### src/rtl/spi_a2d_resp.sv
// SPI responder modelling the converter side of an 8-channel A2D link: one 16-bit
// command frame selects a channel, whose 12-bit sample is returned in the next frame.
// Optional command-format check is enabled by defining A2D_RESP_CMD_CHK_EN.
module spi_a2d_resp #(
    parameter int NUM_BITS = 16
) (
    input  logic        clk,
    input  logic        rst,
    input  logic        SS_n,
    input  logic        SCLK,
    input  logic        MOSI,
    output logic        MISO,
    input  logic [95:0] chan_data,
    output logic [2:0]  cmd_ch,
    output logic        xfer_done,
    output logic        frame_err,
    output logic        cmd_err
);

    typedef enum logic [1:0] {
        DISARMED,
        IDLE,
        SHIFT
    } state_t;

    localparam logic [4:0] FULL_CNT = 5'(NUM_BITS);

    state_t                state, next_state;
    logic [2:0]            ss_q, sclk_q;
    logic [1:0]            mosi_q;
    logic [NUM_BITS-1:0]   tx_shft, rx_shft;
    logic [4:0]            bit_cnt;
    logic [7:0][11:0]      samples;

    logic ss_sync, ss_fall, ss_rise, sclk_rise, sclk_fall, mosi_sync;
    logic frame_end, frame_full, cmd_ok, accept, short_frame, bad_cmd;

    assign samples = chan_data;

    // Synchronizers reset low so that a slave select still held low through reset
    // keeps the block DISARMED until the master really releases it.
    // NOTE: all sequential state uses non-blocking assignments and a synchronous reset
    // sampled on the clock edge; combinational blocks use blocking assignments only.
    always_ff @(posedge clk) begin
        if (rst) begin
            ss_q   <= '0;
            sclk_q <= '0;
            mosi_q <= '0;
        end else begin
            ss_q   <= {ss_q[1:0], SS_n};
            sclk_q <= {sclk_q[1:0], SCLK};
            mosi_q <= {mosi_q[0], MOSI};
        end
    end

    assign ss_sync   = ss_q[1];
    assign ss_rise   = ss_q[1] & ~ss_q[2];
    assign ss_fall   = ~ss_q[1] & ss_q[2];
    assign sclk_rise = sclk_q[1] & ~sclk_q[2];
    assign sclk_fall = ~sclk_q[1] & sclk_q[2];
    assign mosi_sync = mosi_q[1];

    always_ff @(posedge clk) begin
        if (rst) state <= DISARMED;
        else     state <= next_state;
    end

    // NOTE: next_state is given a default before the case so no latch is inferred.
    always_comb begin
        next_state = state;
        case (state)
            DISARMED: if (ss_sync) next_state = IDLE;
            IDLE:     if (ss_fall) next_state = SHIFT;
            SHIFT:    if (ss_rise) next_state = IDLE;
            default:  next_state = DISARMED;
        endcase
    end

`ifdef A2D_RESP_CMD_CHK_EN
    assign cmd_ok = (rx_shft[15:14] == 2'b00) && (rx_shft[10:0] == 11'd0);
`else
    logic unused_cmd_bits;
    assign cmd_ok          = 1'b1;
    assign unused_cmd_bits = ^{rx_shft[15:14], rx_shft[10:0]};
`endif

    always_comb begin
        MISO        = 1'b0;
        frame_end   = 1'b0;
        frame_full  = (bit_cnt == FULL_CNT);
        accept      = 1'b0;
        short_frame = 1'b0;
        bad_cmd     = 1'b0;
        if (state == SHIFT) begin
            MISO        = tx_shft[NUM_BITS-1];
            frame_end   = ss_rise;
            accept      = frame_end & frame_full & cmd_ok;
            bad_cmd     = frame_end & frame_full & ~cmd_ok;
            short_frame = frame_end & ~frame_full;
        end
    end

    // cmd_ch is registered alongside the pulses, so a frame starting right after
    // ss_rise already selects the freshly decoded channel.
    always_ff @(posedge clk) begin
        if (rst) begin
            tx_shft   <= '0;
            rx_shft   <= '0;
            bit_cnt   <= '0;
            cmd_ch    <= '0;
            xfer_done <= 1'b0;
            frame_err <= 1'b0;
        end else begin
            xfer_done <= accept;
            frame_err <= short_frame;
            if (accept) cmd_ch <= rx_shft[13:11];
            case (state)
                IDLE: begin
                    if (ss_fall) begin
                        tx_shft <= {4'h0, samples[cmd_ch]};
                        rx_shft <= '0;
                        bit_cnt <= '0;
                    end
                end
                SHIFT: begin
                    if (!ss_rise) begin
                        if (sclk_rise) begin
                            rx_shft <= {rx_shft[NUM_BITS-2:0], mosi_sync};
                            if (bit_cnt != 5'd31) bit_cnt <= bit_cnt + 5'd1;
                        end
                        if (sclk_fall) tx_shft <= {tx_shft[NUM_BITS-2:0], 1'b0};
                    end
                end
                default: ;
            endcase
        end
    end

`ifdef A2D_RESP_CMD_CHK_EN
    always_ff @(posedge clk) begin
        if (rst) cmd_err <= 1'b0;
        else     cmd_err <= bad_cmd;
    end
`else
    logic unused_bad_cmd;
    assign unused_bad_cmd = bad_cmd;
    assign cmd_err        = 1'b0;
`endif

endmodule

### config.mk
export PLATFORM = sky130hd
export DESIGN_NAME = spi_a2d_resp
export DESIGN_NICKNAME = d
export VERILOG_FILES = /design/src/rtl/spi_a2d_resp.sv
export SDC_FILE = /design/constraint.sdc
export NUM_CORES = 1
export LEC_CHECK = 0
export ABC_AREA = 1
export CORE_MARGIN = 2
export CORE_UTILIZATION = 42
export DETAILED_ROUTE_END_ITERATION = 16
export PLACE_DENSITY = 0.76
export SLEW_MARGIN = 30
export SYNTH_ARGS = -nofsm -noshare
export SYNTH_HDL_FRONTEND = slang
export SYNTH_SLANG_ARGS = --single-unit
### constraint.sdc
create_clock -name clk -period 1.78 [get_ports clk]
set_input_delay 0.178 -clock clk [delete_from_list [all_inputs] [get_ports clk]]
set_output_delay 0.178 -clock clk [all_outputs]
set_load 0.1 [all_outputs]
==> flow_metrics.py <==
metrics = {
    "run_status": {
        "status": "completed",
    },
    "final_layout": {
        "drive_above_1_share_pct": 7.96,
        "diodes": 0,
        "utilization_pct": 61.7,
        "fillers": 666,
        "area_growth_pct": 42.0,
        "final_nets": 668,
        "stdcell_count": 661,
    },
    "place": {
        "port_buffers": 106,
        "dp_hpwl_um": 6690,
        "dp_cells": 653,
        "globalplace.congestion": 0.838,
    },
    "detailed_routing": {
        "wl_um": 9030,
        "drcViolationCount": 0,
        "num_vias": 3381,
        "via_per_inst": 5.11,
        "drtPass1Iterations": 6,
        "drtIter0Drc": 203,
        "routedWlPerCell_um": 13.7,
        "antenna_left": 0,
    },
    "run": {
        "maxCapViolCount": 0,
    },
    "synthesis": {
        "synth_commonest_cells": "nand2_1 (144), nand3_1 (100), dfxtp_1 (50)",
        "synthTopCellsByArea": "dfxtp_1 (34%), nand2_1 (18%), nand3_1 (17%), a21oi_1 (6.6%), nor2_1 (5.6%)",
        "avgSynthCellArea_sq_um": 6.25,
        "synth_top_area_cell": "dfxtp_1",
        "synth.most_common_cell": "nand2_1",
        "synth_seq_cells": 50,
        "synth_nets": 579,
        "syn_inst": 475,
        "synth_top_area_share_pct": 33.7,
        "yosysWarnings": 0,
        "synth_edf_count": 0,
        "synth_ff_type": "dfxtp_1",
        "synth.yosys.seq_area_share_pct": 33.7,
        "synth_area_sq_um": 2970,
        "ys_async_sr_fraction_pct": 0,
        "yosysUniqueCellTypes": 25,
    },
    "clock_tree": {
        "path_clk_slew_ns": 0.09,
        "cts_buffer_depth": 2,
        "post_cts_buffers": 0,
        "clk_latency_ns": 0.31,
        "cts-root-buf": "clkbuf_8",
        "cts_sinks": 50,
        "h-tree-depth": 2,
        "tritoncts": "built",
        "cts_buffers": 5,
    },
    "hold_path": {
        "min_path_cells": 3,
        "min_path_type": "in2reg",
    },
    "sta": {
        "setup_viol": 0,
        "fin_crit_ns": 1.67,
        "period_share_pct": 93.8,
        "skew_ns": 0.00396,
        "hold_slack_ns": 0.385,
        "fmaxAchievable_mhz": 599,
        "hold_viol_final": 0,
        "slew_violations": 0,
        "rsz0062_at_grt": "true",
    },
    "setup_path": {
        "rr_worst_depth": 8,
        "critPathCaptureType": "flop",
        "crit_path_max_incr_delay_ns": 0.36,
        "path_cells": "ha_1, nand2_1, nor2_1, ha_1, nand2_1, nand4_1, o21ai_0, nor2_1",
        "critPathLaunch": "bit_cnt[0]",
        "r2r_start": "bit_cnt[0]",
        "reg2reg_to": "bit_cnt[1]",
        "cp_slowest_cell": "dfxtp_1",
        "crit_fanout": 6,
        "worstSetupPathType": "reg2reg",
        "rrSetupSlack_ns": 0.11,
        "critPathCapture": "bit_cnt[1]",
        "critPathRequiredTime_ns": 1.99,
        "worst_setup_path_start_kind": "flop",
        "arrival_ns": 1.88,
    },
    "pwr": {
        "seq_power_share_pct": 48.5,
        "power_switching_mw": 0.553,
        "clkPwrFrac_pct": 35.2,
        "p_int_mw": 1.81,
        "combPwrFrac_pct": 16.4,
        "total_power_mw": 2.36,
        "powerDensity_nw_per_um2": 560,
        "switching_share_pct": 23.4,
        "ir_drop_uv": 681,
        "p_leak_nw": 1.66,
    },
    "global_routing": {
        "first_global_vias": 3126,
        "grt-ovfl-total": 0,
        "grt_first_pass_wirelength_um": 14800,
        "grt_max_degree": 50,
        "grt_antenna_before_repair": 0,
        "grtUsageTotal_pct": 23.9,
    },
    "floorplanning": {
        "core_area_sq_um": 6830,
        "dieHeight_um": 88.1,
        "start_util_pct": 43.5,
        "fp.dieW_um": 88.1,
        "row_count": 30,
        "io_pins": 108,
        "die_area_sq_um": 7760,
    },
}
[worst max-delay path: cells and delay by family (launching register included)]
kind	cells	cell delay [ns]
fa+ha+maj	2	0.40
compound gates	1	0.22
simple gates	5	0.59
flops	1	0.36
[layer usage]
metal / share of wire, % / routed length [um] / up-vias / track usage [%]
li1: - / - / 1720 / -
met1: 42 / 3800 / 1569 / 27.7
met5: 0 / 0 / - / 0
met4: 1.8 / 161 / 0 / 5.92
met2: 51 / 4610 / 78 / 45.3
met3: 5.2 / 471 / 14 / 4.24
[layout make-up]
| cell class | count | area, sq um | share of cell area (%) |
|---|---|---|---|
| Tap cell | 96 | 120 | 2.85 |
| Clock inverter | 3 | 47.5 | 1.13 |
| Clock buffer | 5 | 68.8 | 1.63 |
| Inverter | 23 | 86.3 | 2.05 |
| Sequential cell | 50 | 1000 | 23.8 |
| Multi-Input combinational cell | 368 | 1690 | 40.2 |
| Timing Repair Buffer | 116 | 1200 | 28.4 |
[flip-flops by register name (all words and copies together) (netlist names)]
register	count
bit_cnt	5
cmd_ch	3
frame_err	1
mosi_q	2
rx_shft	14
sclk_q	3
ss_q	3
state	2
tx_shft	16
xfer_done	1
[metrics by stage]
step / setup slack [ns] / cell area, sq um / setup TNS [ns]
floorplan: 0.0108 / 2980 / 0
global placement: 0.234 / 4100 / 0
detailed placement: 0.151 / 4100 / 0
CTS: 0.124 / 4220 / 0
global route: -0.0409 / 4220 / -0.0785
finish: 0.111 / 4220 / 0
[power groups by stage]
stage               Clock [mW]  Combinational (mW)  Sequential, mW
finish                   0.830               0.386            1.14
detailed placement           0               0.385            1.17
CTS                      0.844               0.387            1.14
global route             0.897               0.423            1.15
global placement             0               0.381            1.17
floorplan                    0               0.148            1.17
[cell usage in the layout, fill, tap and decap left out, drive strengths merged]
cell type      count
nand3            104
nand2            150
o21ai              9
clkdlybuf4s50    100
conb               1
inv               25
dfxtp             50
a21oi             40
nor3              12
nor3b              1
nand4              1
nor2              46
bufinv             1
ha                 3
clkbuf             5
buf               16
xor2               1
[timing repair]
action                                  CTS  global route
hold endpoints to repair                  0             0
hold buffers                              0             0
endpoints found under the setup margin    0             3
gates resized for setup                   0             1
[logic make-up after synthesis]
family                     count (synthesis)  share of synthesized area, %
AOI/OAI and AO/OA                         49                          8.64
xor gates and xnor gates                   1                         0.295
adders and majority gates                  3                          1.26
buffers and inverters                     57                          9.35
DFF                                       50                          33.7
other                                      1                         0.126
and+or+nand+nor                          314                          46.6
[worst min path at each step]
stage	start	to	slack, ns
4_1_cts	SS_n	ss_q[0]	0.38
3_3_place_gp	sclk_q[0]	sclk_q[1]	0.40
2_1_floorplan	MOSI	mosi_q[0]	0.28
3_5_place_dp	sclk_q[0]	sclk_q[1]	0.40
5_1_grt	SS_n	ss_q[0]	0.40
6_report	SS_n	ss_q[0]	0.39
(Power assumes the default switching activity.)
